**src/rtl/wam_pkg.sv**
```systemverilog
// wam_pkg: shared types and widths for the whack-a-mole scheduler slice.
//   state_e  - scheduler FSM states (IDLE, GAP, DRAW, UP)
//   TIMER_W  - width of the tick-driven timers
//   RND_W    - width of the random word from the LFSR generator
package wam_pkg;

  localparam int TIMER_W = 16;
  localparam int RND_W   = 16;

  typedef enum logic [1:0] {
    IDLE = 2'd0,
    GAP  = 2'd1,
    DRAW = 2'd2,
    UP   = 2'd3
  } state_e;

endpackage

```
**src/rtl/mole_timer.sv**
```systemverilog
// mole_timer: tick-driven down counter shared by the GAP and UP phases.
//   clk, reset  - clock, asynchronous active-high reset (count -> 0)
//   tick        - time-base pulse; the count decrements on tick while nonzero
//   load        - load load_val into the counter
//   load_val    - value to load
//   clr         - clear the counter (highest priority)
//   expire      - tick arriving while count == 1 (last tick of the interval)
module mole_timer
  import wam_pkg::*;
(
  input  logic               clk,
  input  logic               reset,
  input  logic               tick,
  input  logic               load,
  input  logic [TIMER_W-1:0] load_val,
  input  logic               clr,
  output logic               expire
);

  logic [TIMER_W-1:0] count_q;
  logic [TIMER_W-1:0] count_d;

  // Next count: clear beats load, load beats decrement; parks at zero.
  always_comb begin
    count_d = count_q;
    if (clr) begin
      count_d = {TIMER_W{1'b0}};
    end else if (load) begin
      count_d = load_val;
    end else if (tick && (count_q != {TIMER_W{1'b0}})) begin
      count_d = count_q - TIMER_W'(1);
    end else begin
      count_d = count_q;
    end
  end

  // Counter register.
  always_ff @(posedge clk or posedge reset) begin
    if (reset) begin
      count_q <= {TIMER_W{1'b0}};
    end else begin
      count_q <= count_d;
    end
  end

  assign expire = tick & (count_q == TIMER_W'(1));

endmodule

```
**src/rtl/mole_scheduler.sv**
```systemverilog
// mole_scheduler: turns LFSR words into mole events (hole, up time, gap).
//   clk, reset      - clock, asynchronous active-high reset
//   rnd_num         - random word from the generator
//   tick            - time-base pulse; all intervals are counted in ticks
//   start / stop    - begin scheduling from IDLE / abort to IDLE (stop wins)
//   hit             - per-hole button press pulses
//   mole            - one-hot active hole, 0 when none
//   hit_ok/miss/whiff - single-cycle result pulses, registered
//   busy            - high whenever the FSM is not in IDLE
// Optional build macro MOLE_NO_REPEAT_EN: a drawn hole equal to the previous
// hole is bumped to the next hole (mod NUM_HOLES).
module mole_scheduler
  import wam_pkg::*;
#(
  parameter int NUM_HOLES = 8,
  parameter int UP_BASE   = 16,
  parameter int UP_STEP   = 4,
  parameter int GAP_BASE  = 8
) (
  input  logic                 clk,
  input  logic                 reset,
  input  logic [RND_W-1:0]     rnd_num,
  input  logic                 tick,
  input  logic                 start,
  input  logic                 stop,
  input  logic [NUM_HOLES-1:0] hit,
  output logic [NUM_HOLES-1:0] mole,
  output logic                 hit_ok,
  output logic                 miss,
  output logic                 whiff,
  output logic                 busy
);

  localparam int HOLE_W = $clog2(NUM_HOLES);

  state_e               state_q, state_d;
  logic [NUM_HOLES-1:0] mole_q, mole_d;
  logic                 hit_ok_q, hit_ok_d;
  logic                 miss_q, miss_d;
  logic                 whiff_q, whiff_d;
  logic                 busy_q, busy_d;
  logic [RND_W-1:0]     last_rnd_q, last_rnd_d;
  logic [TIMER_W-1:0]   gap_len_q, gap_len_d;

  logic                 tmr_load_s;
  logic [TIMER_W-1:0]   tmr_load_val_s;
  logic                 tmr_clr_s;
  logic                 tmr_expire_s;

  logic [HOLE_W-1:0]    raw_hole_s;
  logic [HOLE_W-1:0]    draw_hole_s;
  logic [TIMER_W-1:0]   up_len_s;
  logic [TIMER_W-1:0]   gap_s;
  logic                 draw_fire_s;
  logic                 hit_hole_s;
  logic                 hit_other_s;

  assign raw_hole_s  = rnd_num[HOLE_W-1:0];
  assign up_len_s    = TIMER_W'(UP_BASE) + TIMER_W'(rnd_num[11:8]) * TIMER_W'(UP_STEP);
  assign gap_s       = TIMER_W'(GAP_BASE) + TIMER_W'(rnd_num[15:12]);
  // A draw completes only on a word not yet consumed, so one LFSR word never
  // produces two moles.
  assign draw_fire_s = (state_q == DRAW) && !stop && (rnd_num != last_rnd_q);
  // mole_q is one-hot on the active hole, so it doubles as the hit mask.
  assign hit_hole_s  = |(hit & mole_q);
  assign hit_other_s = |(hit & ~mole_q);

`ifdef MOLE_NO_REPEAT_EN
  logic [HOLE_W-1:0] prev_hole_q, prev_hole_d;
  logic              prev_valid_q, prev_valid_d;

  // Bump a repeated hole to its neighbour once a previous draw exists.
  always_comb begin
    draw_hole_s  = raw_hole_s;
    prev_hole_d  = prev_hole_q;
    prev_valid_d = prev_valid_q;
    if (prev_valid_q && (raw_hole_s == prev_hole_q)) begin
      draw_hole_s = raw_hole_s + HOLE_W'(1);
    end else begin
      draw_hole_s = raw_hole_s;
    end
    if (draw_fire_s) begin
      prev_hole_d  = draw_hole_s;
      prev_valid_d = 1'b1;
    end else begin
      prev_hole_d  = prev_hole_q;
      prev_valid_d = prev_valid_q;
    end
  end

  // Previous-hole registers.
  always_ff @(posedge clk or posedge reset) begin
    if (reset) begin
      prev_hole_q  <= {HOLE_W{1'b0}};
      prev_valid_q <= 1'b0;
    end else begin
      prev_hole_q  <= prev_hole_d;
      prev_valid_q <= prev_valid_d;
    end
  end
`else
  assign draw_hole_s = raw_hole_s;
`endif

  // Next-state and output logic; stop overrides every state.
  always_comb begin
    state_d        = state_q;
    mole_d         = mole_q;
    hit_ok_d       = 1'b0;
    miss_d         = 1'b0;
    whiff_d        = 1'b0;
    last_rnd_d     = last_rnd_q;
    gap_len_d      = gap_len_q;
    tmr_load_s     = 1'b0;
    tmr_load_val_s = {TIMER_W{1'b0}};
    tmr_clr_s      = 1'b0;
    if (stop) begin
      state_d   = IDLE;
      mole_d    = {NUM_HOLES{1'b0}};
      tmr_clr_s = 1'b1;
    end else begin
      case (state_q)
        IDLE: begin
          mole_d = {NUM_HOLES{1'b0}};
          if (start) begin
            state_d        = GAP;
            tmr_load_s     = 1'b1;
            tmr_load_val_s = TIMER_W'(GAP_BASE);
          end else begin
            state_d = IDLE;
          end
        end
        GAP: begin
          if (tmr_expire_s) begin
            state_d = DRAW;
          end else begin
            state_d = GAP;
          end
        end
        DRAW: begin
          if (draw_fire_s) begin
            state_d        = UP;
            last_rnd_d     = rnd_num;
            gap_len_d      = gap_s;
            mole_d         = NUM_HOLES'(1) << draw_hole_s;
            tmr_load_s     = 1'b1;
            tmr_load_val_s = up_len_s;
          end else begin
            state_d = DRAW;
          end
        end
        UP: begin
          // Correct hole beats expiry beats wrong-hole presses.
          if (hit_hole_s) begin
            hit_ok_d       = 1'b1;
            mole_d         = {NUM_HOLES{1'b0}};
            state_d        = GAP;
            tmr_load_s     = 1'b1;
            tmr_load_val_s = gap_len_q;
          end else if (tmr_expire_s) begin
            miss_d         = 1'b1;
            mole_d         = {NUM_HOLES{1'b0}};
            state_d        = GAP;
            tmr_load_s     = 1'b1;
            tmr_load_val_s = gap_len_q;
          end else if (hit_other_s) begin
            whiff_d = 1'b1;
            state_d = UP;
          end else begin
            state_d = UP;
          end
        end
        default: begin
          state_d   = IDLE;
          mole_d    = {NUM_HOLES{1'b0}};
          tmr_clr_s = 1'b1;
        end
      endcase
    end
    busy_d = (state_d != IDLE);
  end

  // Scheduler state and registered outputs.
  always_ff @(posedge clk or posedge reset) begin
    if (reset) begin
      state_q    <= IDLE;
      mole_q     <= {NUM_HOLES{1'b0}};
      hit_ok_q   <= 1'b0;
      miss_q     <= 1'b0;
      whiff_q    <= 1'b0;
      busy_q     <= 1'b0;
      last_rnd_q <= {RND_W{1'b0}};
      gap_len_q  <= {TIMER_W{1'b0}};
    end else begin
      state_q    <= state_d;
      mole_q     <= mole_d;
      hit_ok_q   <= hit_ok_d;
      miss_q     <= miss_d;
      whiff_q    <= whiff_d;
      busy_q     <= busy_d;
      last_rnd_q <= last_rnd_d;
      gap_len_q  <= gap_len_d;
    end
  end

  mole_timer u_timer (
    .clk      (clk),
    .reset    (reset),
    .tick     (tick),
    .load     (tmr_load_s),
    .load_val (tmr_load_val_s),
    .clr      (tmr_clr_s),
    .expire   (tmr_expire_s)
  );

  assign mole   = mole_q;
  assign hit_ok = hit_ok_q;
  assign miss   = miss_q;
  assign whiff  = whiff_q;
  assign busy   = busy_q;

endmodule

```
**config.mk**
```make
export PLATFORM = sky130hd
export DESIGN_NAME = mole_scheduler
export DESIGN_NICKNAME = d
export VERILOG_FILES = /design/src/rtl/wam_pkg.sv /design/src/rtl/mole_timer.sv /design/src/rtl/mole_scheduler.sv
export SDC_FILE = /design/constraint.sdc
export NUM_CORES = 1
export LEC_CHECK = 0
export ABC_AREA = 0
export CAP_MARGIN = 0
export CELL_PAD_IN_SITES_DETAIL_PLACEMENT = 1
export CELL_PAD_IN_SITES_GLOBAL_PLACEMENT = 1
export CORE_ASPECT_RATIO = 0.5
export CORE_MARGIN = 2
export CORE_UTILIZATION = 43
export CTS_CLUSTER_DIAMETER = 50
export CTS_CLUSTER_SIZE = 14
export DETAILED_ROUTE_END_ITERATION = 7
export GPL_ROUTABILITY_DRIVEN = 0
export GPL_TIMING_DRIVEN = 0
export PLACE_DENSITY_LB_ADDON = 0.1
export SLEW_MARGIN = 0
export SYNTH_ARGS = -nofsm -noshare
export SYNTH_HDL_FRONTEND = slang
export SYNTH_HIERARCHICAL = 1
export SYNTH_SLANG_ARGS = --single-unit
export TNS_END_PERCENT = 30
```
**constraint.sdc**
```tcl
create_clock -name clk -period 4.41 [get_ports clk]
set_input_delay 0.6615 -clock clk [delete_from_list [all_inputs] [get_ports clk]]
set_output_delay 0.6615 -clock clk [all_outputs]
set_load 0.01 [all_outputs]
```
==> qor.yml <==
clock_network:
  clk_pin_slew_worst_paths_ps: 60
  cts_tree: "yes"
  root_buffer: "clkbuf_16"
  clock-sinks: 47
  postCtsSetupRepairBufs: 0
  numCtsBuffers: 5
  cts_buffer_depth: 2
  clk_latency_ps: 290
  cts_max_level: 2
worst_setup_path:
  worstSetupPathType: "reg -> reg"
  cp-start-kind: "flop"
  r2r_start: "u_timer/count_q[12]"
  end_kind: "flop"
  crit_end: "u_timer/count_q[6]"
  worstPathArrival_ps: 4240
  crit_path_start: "u_timer/count_q[12]"
  crit_required_ps: 4630
  r2r_end: "u_timer/count_q[6]"
  r2r_cells: 13
  critPathMaxFanout: 10
  r2r_slack_ps: 400
logic_synthesis:
  ys_seq_area_frac: 0.386
  synthesis.area_um2: 3050
  ys.flop_type: "dfrtp_1"
  synth_warnings: 6
  syn_avg_cell_area_um2: 10.4
  synthXorXnorAreaFrac: 0.0600
  synth_top_family_by_area: "simple AND/OR/NAND/NOR gates"
  synth_adder_area_share: 0.0329
  synth_mux_area_frac: 0.0686
  synth-compound-area-share: 0.175
  synthCells: 292
  post-synth-top-area-fraction: 0.386
  ys_ff_latch: 47
  synth_area_leaders: "dfrtp_1 (39%), xor2_1 (4.3%), mux2_4 (3.9%), ha_1 (3.3%), nor4_2 (3.3%)"
  synth-simple-area-share: 0.215
  synth-async-reset-ratio: 1.00
  synth_edf_count: 0
  synth_largest_area_cell: "dfrtp_1"
  synth_cell_types: 67
placed_design:
  port_buffers: 39
  dp_hpwl_mm: 6.02
sta:
  finalSetupViolCount: 0
  rsz0062_at_grt: "false"
  relSlewSlack: 0.224
  finClkSkew_ps: 5.97
  hold_viol_final: 0
  final_max_slew_viol_count: 0
  tightest_slew_ps: 1160
  period_share: 0.910
  timing.final.crit_period_ps: 4010
  fmax_ghz: 0.249
global_routing:
  grt_pass1_vias: 2796
  grt_max_degree: 32
  antenna_found_initial: 0
  grt_first_pass_wirelength_mm: 14.1
  grt_use_total: 0.236
  grt_overflow: 0
drt:
  postRouteWirelength_mm: 8.19
  drc: 0
  wl_per_cell_um: 18.7
  dr.first_iter.drc_count: 133
  viasPerCell: 5.77
  ant_nets: 0
  via_count: 2532
  drtPass1Iterations: 4
die:
  die_h_um: 63.5
  die_area_um2: 7810
  num_io_pins: 41
  coreArea_um2: 6780
  start_util: 0.449
  rows: 21
  dieWidth_um: 123
hold_path:
  min_path_type: "reg -> reg"
power_and_ir_drop:
  seqPwrFrac: 0.365
  switching_share: 0.315
  comb_power_share: 0.299
  power.density_nw_per_um2: 382
  power_frac_clock: 0.336
  leakage_nw: 1.65
  ir_worst_vdd_mv: 0.129
  switching_power_mw: 0.455
  power_mw: 1.45
  internal_power_mw: 0.991
layout:
  fin_util: 0.558
  fill_cells: 748
  drive_above_1_share: 0.156
  diodes: 0
  final_net_count: 383
  area_growth_syn_to_layout_pct: 24.2
run_status:
  outcome: "finished clean"
flow_run:
  timing.max_cap.violations: 0
## cells by family after synthesis
family | after synthesis
other | 1
buffers and inverters | 34
AOI/OAI and AO/OA | 68
and+or+nand+nor | 98
xor gates and xnor gates | 20
adders and majority gates | 8
DFF | 47
muxes | 16
## per-layer routing
metal / routed length (µm) / GRT usage
met5: 0 / 0
met4: 118 / 0.0568
met3: 311 / 0.0444
met2: 4060 / 0.406
met1: 3700 / 0.307
## metrics by stage
step	setup TNS, ps	instance area (µm²)	cells	hold slack (ps)	worst slack [ps]
6_report	0	3780	439	537	397
4_1_cts	0	3770	439	539	103
3_3_place_gp	0	3580	431	498	141
3_5_place_dp	-93.6	3580	431	521	-40.9
5_1_grt	0	3780	439	560	42.0
2_1_floorplan	0	3080	300	474	1050
## power by group through the flow
stage	Sequential (mW)	Clock [mW]	Combinational [mW]
after floorplan	0.516	0	0.311
after global placement	0.526	0	0.407
after detailed placement	0.531	0	0.419
after CTS	0.524	0.496	0.426
after global routing	0.534	0.519	0.480
final	0.529	0.486	0.433
## layout make-up
class,instances,area (µm²),area share
Buffer,11,100,0.0265
Clock inverter,2,60.1,0.0159
Inverter,23,86.3,0.0228
Timing Repair Buffer,39,390,0.103
Tap cell,92,115,0.0304
Multi-Input combinational cell,219,1730,0.456
Clock buffer,6,129,0.0341
Sequential cell,47,1180,0.311
## worst min-delay path by stage
| stage | start | end | slack, ps | cells after the start |
|---|---|---|---|---|
| finish | last_rnd_q[1] | last_rnd_q[1] | 540 | 1 |
| global placement | gap_len_q[3] | gap_len_q[3] | 500 | 2 |
| global route | last_rnd_q[10] | last_rnd_q[10] | 560 | 1 |
| detailed placement | last_rnd_q[10] | last_rnd_q[10] | 520 | 1 |
| CTS | last_rnd_q[10] | last_rnd_q[10] | 540 | 1 |
| floorplan | gap_len_q[3] | gap_len_q[3] | 470 | 2 |
## what timing repair did
action                     4_1_cts  5_1_grt
resized for setup                1        2
setup endpoints to repair        4        7
hold buffers                     0        0
## cells in the mapped netlist, types with 5 or more instances
cell type	n
nand2_1	15
mux2_4	8
a21oi_1	9
a32o_1	8
dfrtp_1	47
nand4_1	5
xor2_1	15
nor4_2	8
a211oi_1	9
ha_1	8
nand3_1	5
nor3_1	5
or3_1	5
inv_1	23
mux2_2	7
and3_1	5
nor2_1	20
## critical path, cell delays in order (launching register included)
cell and delay [ps]:
dfrtp_1 480, nor4_4 550, and3_1 220, buf_2 180, and4_1 310, inv_1 100, a21boi_1 370, a21oi_1 80
a21oi_1 160, clkbuf_1 420, inv_1 290, and2_1 240, a211oi_2 350, a32o_1 200
## flip-flops by register name (all words and copies together) (netlist names)
| signal | count |
|---|---|
| busy | 1 |
| whiff | 1 |
| u_timer/count_q | 16 |
| mole | 8 |
| state_q | 2 |
| last_rnd_q | 16 |
| miss | 1 |
| hit_ok | 1 |
| gap_len_q | 1 |
## cell usage in the layout, fill, tap and decap left out, types with 7 or more instances in the layout
master,count
dfrtp_1,47
inv_1,23
conb_1,9
mux2_2,7
mux2_4,8
nor4_2,7
a21oi_1,9
xor2_1,15
nor2_1,20
a32o_1,8
a211oi_1,8
nand2_1,15
ha_1,8
clkdlybuf4s50_1,39
(Power assumes the default switching activity.)
